===== src/rtl/mem_wr_demux.sv =====
// mem_wr_demux: registered one-hot write-strobe demux with auto-incrementing wrapping bursts
module mem_wr_demux #(
  parameter int ADDR_W = 3,
  parameter int DATA_W = 8,
  localparam int DEPTH = 2 ** ADDR_W
) (
  input  logic              clk,
  input  logic              rst,
  input  logic              in_valid,
  output logic              in_ready,
  input  logic [ADDR_W-1:0] in_addr,
  input  logic [ADDR_W-1:0] in_len,
  input  logic [DATA_W-1:0] in_data,
  output logic [DEPTH-1:0]  we,
  output logic [DATA_W-1:0] wdata,
  output logic              busy,
  output logic              done
);
  typedef enum logic [1:0] {IDLE, BURST, DONE} state_t;
  state_t state;
  logic [ADDR_W-1:0] ptr, rem, wa;
  logic acc;
  assign in_ready = state != DONE;
  assign acc = in_valid && in_ready;
  // first beat writes at the supplied address, later beats at the running pointer
  always_comb wa = state == IDLE ? in_addr : ptr;
  // transfer sequencing with registered strobe, data, busy and done
  always_ff @(posedge clk or posedge rst) begin
    if (rst) begin
      state <= IDLE;
      ptr   <= '0;
      rem   <= '0;
      we    <= '0;
      wdata <= '0;
      busy  <= 1'b0;
      done  <= 1'b0;
    end else begin
      we    <= acc ? DEPTH'(1) << wa : '0;
      wdata <= acc ? in_data : '0;
      done  <= 1'b0;
      case (state)
        IDLE: if (acc) begin
          ptr   <= in_addr + 1'b1;
          rem   <= in_len;
          state <= in_len == '0 ? DONE : BURST;
          busy  <= in_len != '0;
          done  <= in_len == '0;
        end
        BURST: if (acc) begin
          ptr <= ptr + 1'b1;
          rem <= rem - 1'b1;
          if (rem == ADDR_W'(1)) begin
            state <= DONE;
            busy  <= 1'b0;
            done  <= 1'b1;
          end
        end
        default: state <= IDLE;
      endcase
    end
  end
endmodule


===== config.mk =====
export PLATFORM = sky130hd
export DESIGN_NAME = mem_wr_demux
export DESIGN_NICKNAME = d
export VERILOG_FILES = /design/src/rtl/mem_wr_demux.sv
export SDC_FILE = /design/constraint.sdc
export NUM_CORES = 1
export LEC_CHECK = 0
export CORE_MARGIN = 2
export CORE_UTILIZATION = 30
export DETAILED_ROUTE_END_ITERATION = 12
export GPL_TIMING_DRIVEN = 1
export PLACE_DENSITY = 0.57
export RECOVER_POWER = 100
export SYNTH_ARGS = -nofsm -noshare
export SYNTH_HDL_FRONTEND = slang
export SYNTH_SLANG_ARGS = --single-unit

===== constraint.sdc =====
create_clock -name clk -period 2.2 [get_ports clk]
set_clock_uncertainty 0.2 [all_clocks]
set_input_delay 0.22 -clock clk [delete_from_list [all_inputs] [get_ports clk]]
set_output_delay 0.22 -clock clk [all_outputs]
set_load 0.02 [all_outputs]

==> flow_summary_export.csv, run 1 <==
group,metric,value,unit
outcome,status,"complete, no violations",
synth,synth_cell_type_count,32,
setup_path,r2r_slack,0.46,ns
setup_path,crit_type,"flip-flop to output pin",
layout,syn_to_final_growth,37.8,%
detailed_routing,vias_per_cell,4.75,
timing,tightest_slew,1.29,ns
synth,asyncSetResetFlopFracSynth,1.00,
flow_run,drv_cap,0,
synth,synth_top_area_cell,"dfrtp_1",
synth,synth_area_leaders,"dfrtp_1, and3_1, o21ai_0",
floorplanning,start_util,0.316,
detailed_routing,drc,0,
floorplanning,fp.dieArea,4410,um^2
power_and_ir_drop,vdd_ir_drop_max,0.000605,V
synth,ys_seq_area_frac,0.557,
cts,cts_buffer_depth,2,
detailed_routing,drt_iter0_drc,61,
synth,synth.top_cell.area_share,0.557,
cts,clk_pin_slew_worst_paths,0.08,ns
layout,nets,171,
setup_path,crit_path_start_kind,"flip-flop",
setup_path,required,1.78,ns
detailed_routing,vias,941,
setup_path,r2r-start,"state[0]",
timing,hold_violations,0,
cts,cts_buffers,3,
setup_path,rr_endpoint,"ptr[2]",
timing,fin_crit,2.05,ns
timing,tns,0,ns
global_route,grt_max_degree,27,
setup_path,worstSetupEndpointType,"output pin",
floorplanning,rows,22,
setup_path,crit_end,"in_ready",
global_route,grt.total_usage,0.116,
synth,synth_common_cells,"dfrtp_1, nor2_1, o21ai_0",
cts,clock_sinks,26,
global_route,overflow,0,
timing,setup_viol,0,
placement,gp_congestion,0.742,
setup_path,crit_arrival,1.63,ns
cts,cts_hold_buf,0,
placement,hpwl,1850,um
placement,portBuffers,35,
min_path,holdCritPathClass,"flip-flop to flip-flop",
power_and_ir_drop,total_power,1630,uW
cts,clock_latency,0.26,ns
floorplanning,die_w,66.4,um
floorplanning,fp.dieH,66.4,um
detailed_routing,ant_nets,0,
synth,yosys_warnings,0,
layout,n_antenna_cell,0,
detailed_routing,drt_first_pass_iters,4,
synth,synth-seq-cells,26,
timing,slew_headroom,0.139,
detailed_routing,drt-wirelength-per-cell,12.0,um
timing,fmax,488,MHz
setup_path,crit_start,"state[1]",
global_route,antenna_found_initial,0,
cts,h-tree-depth,1,
synth,ys.flop_type,"dfrtp_1",
global_route,grt_pass1_vias,879,
synth,synth-edff-count,0,
cts,post-cts-setup-buffers,0,
setup_path,cp_max_fo,15,
detailed_routing,drt-total-wl,2380,um
timing,slew_viol_final,0,
cts,root_buffer,"clkbuf_8",
synth,synth_cells,113,
timing,grt_setup_unrepaired,"false",
layout,drive_gt1_frac,0.0467,
synth,yosys.cell_count.top_type,"dfrtp_1",
synth,synth_area_per_cell,10.3,um^2
global_route,grt_pass1_wl,4000,um
setup_path,r2r_cells,8,
floorplanning,io_pins,36,
synth,netlist_area,1170,um^2
power_and_ir_drop,power_density,1010,nW/um^2
cts,cts_tree,"done",
synth,synth_fp_nets,133,
power_and_ir_drop,p_leak,0.000752,uW
floorplanning,coreArea,3690,um^2
timing,fin_crit_sh,0.932,
metrics by stage:
step                std cells  area, um^2  hold WS (ns)  utilization  setup slack (ns)
finish                    198        1610         0.298        0.436             0.149
global route              198        1610         0.310        0.436            0.0620
CTS                       198        1620         0.121        0.439            0.0672
detailed placement        194        1560         0.286        0.424             0.368
global placement          194        1560         0.273        0.424             0.401
floorplan                 113        1170        0.0600            -             0.533
worst min-delay path by stage:
stage / depth (start not counted) / end / from / slack (ns)
after global placement: 2 / rem[1] / rem[1] / 0.27
after CTS: 3 / wdata[2] / rst / 0.12
after detailed placement: 1 / busy / busy / 0.29
after global routing: 2 / wdata[0] / in_data[0] / 0.31
final: 1 / busy / busy / 0.30
after floorplan: 1 / busy / rst / 0.06
layout make-up:
cell class | instances | area (um^2)
fillers | 380 | 2080
well taps | 48 | 60.1
inverters | 6 | 22.5
repair buffers | 38 | 365
multi-input cells | 76 | 454
clock buffers | 4 | 55.1
flip-flops and latches | 26 | 652
where the power goes:
part | total, uW | switching, uW | internal, uW
Clock | 294 | 135 | 159
Combinational | 653 | 366 | 287
Sequential | 682 | 84.9 | 597
Total | 1630 | 586 | 1040
cells in the final DEF (no fill, tap or decap), drive strengths merged, types with 3 or more instances in the layout:
master / synthesis / layout
clkdlybuf4s50: 0 / 16
nor2: 11 / 11
inv: 6 / 6
and3: 8 / 8
dfrtp: 26 / 26
o21ai: 12 / 12
clkbuf: 1 / 6
nor2b: 3 / 3
ha: 3 / 3
dlygate4sd3: 0 / 19
a21oi: 5 / 5
nand2: 8 / 8
a31oi: 4 / 4
metal layers:
metal  part of all wire  vias to the layer above  wire [um]  GRT usage
met4             0.0042                        0         10     0.0153
li1                   -                      470          -          -
met5                  0                        -          0          0
met2               0.48                       24       1140      0.195
met3              0.049                        2        116     0.0324
met1               0.47                      445       1110      0.153
critical path, stage by stage (launching register included):
cell	delay (ns)
dfrtp_2	0.50
nand2_1	0.22
clkdlybuf4s50_1	0.64
what timing repair did:
item / in CTS / in global routing
gates resized for setup: 0 / 1
endpoints found under the setup margin: 0 / 1
hold endpoints to repair: 0 / 0
state kept, by name, indices dropped and copies added, names as in the netlist:
register,flops
busy,1
we,8
ptr,3
rem,3
done,1
state,2
wdata,8
kinds of logic (layout without fill, tap and decap cells):
kind of cell | after synthesis | count (layout) | share of synthesized area
compound gates | 26 | 26 | 0.129
buf+inv | 11 | 48 | 0.0504
fa+ha+maj | 3 | 3 | 0.0322
xor+xnor | 1 | 1 | 0.00750
simple gates | 46 | 46 | 0.224
flops | 26 | 26 | 0.557
(Power assumes the default switching activity.)
==> run 2: changes to the inputs <==
--- a/config.mk
+++ b/config.mk
@@ -7,6 +7,7 @@
 export LEC_CHECK = 0
 export CORE_MARGIN = 2
 export CORE_UTILIZATION = 30
+export CTS_CLUSTER_SIZE = 40
 export DETAILED_ROUTE_END_ITERATION = 12
 export GPL_TIMING_DRIVEN = 1
 export PLACE_DENSITY = 0.57
==> constraint.sdc (replaced) <==
create_clock -name clk -period 2 [get_ports clk]
set_clock_uncertainty 0.2 [all_clocks]
set_input_delay 0.2 -clock clk [delete_from_list [all_inputs] [get_ports clk]]
set_output_delay 0.2 -clock clk [all_outputs]
set_load 0.02 [all_outputs]
==> run 2 against run 1 <==
  * Final cell count up 1.0%
  * Clock-buffer cell count stayed put
  * First-iteration DRC count down 13%
  * Sequential power is 9.4% higher
  * Final area is 0.86% higher
  * Sequential cell count unchanged
  * Combinational power up 14%
  * Register-to-register slack got worse by 0.17 ns
  * Core utilization rose by 0.37 points
  * Critical endpoint unchanged
  * Highest routed layer unchanged
==> flow_summary_export.csv, run 2 (synthesis results as in run 1) <==
group,metric,value,unit
floorplanning,io_pins,36,
layout,layout_commonest_cell,"dfrtp_1",
layout,drive_gt1_frac,0.0592,
timing,tns,0,ns
cts,root_buffer,"clkbuf_8",
power_and_ir_drop,p_leak,0.000765,uW
min_path,whs_endpoint,"rem[1]",
floorplanning,fp.dieH,66.4,um
floorplanning,rows,22,
cts,cts_hold_buf,0,
min_path,holdCritPathClass,"flip-flop to flip-flop",
timing,grt_setup_unrepaired,"false",
timing,setup_viol,0,
setup_path,crit_arrival,1.48,ns
power_and_ir_drop,p_switching,662,uW
detailed_routing,drt_first_pass_iters,4,
power_and_ir_drop,power_density,1120,nW/um^2
timing,fmax,532,MHz
global_route,grt.total_usage,0.129,
detailed_routing,ant_nets,0,
detailed_routing,drt_iter0_drc,53,
setup_path,crit_path_top_delay_cell,"clkdlybuf4s50_1",
flow_run,drv_cap,0,
placement,detailedPlace.worstSlack,0.187,ns
layout,nets,173,
detailed_routing,vias_per_cell,4.85,
setup_path,cpPeakStageDelay,0.61,ns
placement,portBuffers,35,
power_and_ir_drop,power.internal,1160,uW
layout,n_antenna_cell,0,
timing,slew_viol_final,0,
layout,reg.largest.list,"wdata x8, we x8",
min_path,hp-start,"rem[1]",
floorplanning,die_w,66.4,um
setup_path,worstSetupEndpointType,"output pin",
cts,cts_buffer_depth,2,
timing,fin_crit,1.88,ns
setup_path,path_cells,"nand2_1 -> clkdlybuf4s50_1",
cts,clock_sinks,26,
placement,hpwl,1880,um
detailed_routing,drt-wirelength-per-cell,12.4,um
cts,post-cts-setup-buffers,0,
placement,gp_congestion,0.826,
detailed_routing,drt-total-wl,2490,um
cts,h-tree-depth,1,
setup_path,cp_max_fo,8,
outcome,status,"complete, no violations",
cts,clock_latency,0.27,ns
floorplanning,fp.dieArea,4410,um^2
timing,hold_violations,0,
placement,place_inst,196,
timing,fin_crit_sh,0.940,
global_route,grt_max_degree,27,
cts,clk_pin_slew_worst_paths,0.09,ns
setup_path,r2r-start,"state[1]",
layout,final_cell_mix,"dfrtp_1, dlygate4sd3_1, clkdlybuf4s50_1",
timing,worst_slack,0.119,ns
detailed_routing,drc,0,
setup_path,rr_endpoint,"ptr[2]",
global_route,antenna_found_initial,0,
setup_path,crit_type,"flip-flop to output pin",
timing,tightest_slew,0.629,ns
floorplanning,coreArea,3690,um^2
cts,post_cts_resized,0,
global_route,overflow,0,
timing,slew_headroom,0.581,
detailed_routing,vias,970,
power_and_ir_drop,vdd_ir_drop_max,0.000488,V
layout,syn_to_final_growth,39.0,%
global_route,grt_pass1_wl,4360,um
power_and_ir_drop,pwr-share-clk,0.180,
min_path,hold_depth,2,
global_route,grt_pass1_vias,957,
setup_path,r2r_cells,7,
power_and_ir_drop,swShare,0.363,
power_and_ir_drop,sequentialPowerShare,0.410,
setup_path,required,1.60,ns
cts,cts_buffers,3,
setup_path,crit_path_start_kind,"flip-flop",
power_and_ir_drop,power_frac_comb,0.410,
setup_path,r2r_slack,0.29,ns
cts,cts_tree,"done",
floorplanning,start_util,0.316,
layout,final_cells,200,
==> run 2: cell types whose count changed in the layout (fill, tap and decap cells not counted), sizes merged <==
cell | before | now
clkbuf | 6 | 7
clkdlybuf4s50 | 16 | 15
dlygate4sd3 | 19 | 20
buf | 1 | 2
==> run 2: how the worst max path moves through the flow <==
stage               slack [ns]        to  cells past startpoint       start
global placement          0.26    ptr[2]                      7  in_addr[0]
floorplan                 0.33    ptr[2]                      8    state[1]
CTS                       0.09  in_ready                      2    state[1]
global route              0.06  in_ready                      2    state[1]
detailed placement        0.19    ptr[2]                      7  in_addr[0]
finish                    0.12  in_ready                      2    state[1]
==> run 2: critical path: cells and delay by family (launching register included) <==
kind	cells	cell delay (ns)
flops	1	0.47
buf+inv	1	0.61
simple gates	1	0.13
==> run 2: area by class of cell <==
class                      count  area [um^2]
sequential                    26          651
multi-input combinational     76          457
clock buffer                   4         55.1
tap                           48         60.1
inverter                       6         22.5
fill                         370         2070
timing repair buffer          40          378
==> run 2: per-stage QoR <==
stage                     area, um^2   util  total power (uW)  hold slack [ns]
after CTS                       1630  0.443              1880           0.0930
after global placement          1580  0.428              1510            0.275
after detailed placement        1580  0.428              1540            0.279
after floorplan                 1170      -              1270           0.0400
final                           1620  0.440              1820            0.293
after global routing            1620  0.440              1990            0.299
==> run 2: per-layer routing <==
metal | vias up | global-route usage | share of wire
met5 | - | 0 | 0
met4 | 0 | 0.0230 | 0.0040
met3 | 2 | 0.0358 | 0.050
met2 | 29 | 0.210 | 0.50
met1 | 464 | 0.173 | 0.45
li1 | 475 | - | -
==> run 2: power by group through the flow <==
stage	logic (uW)	registers [uW]	clock network [uW]
3_5_place_dp	786	757	0
6_report	747	746	328
2_1_floorplan	461	813	0
4_1_cts	787	748	345
3_3_place_gp	762	751	0
5_1_grt	859	766	361
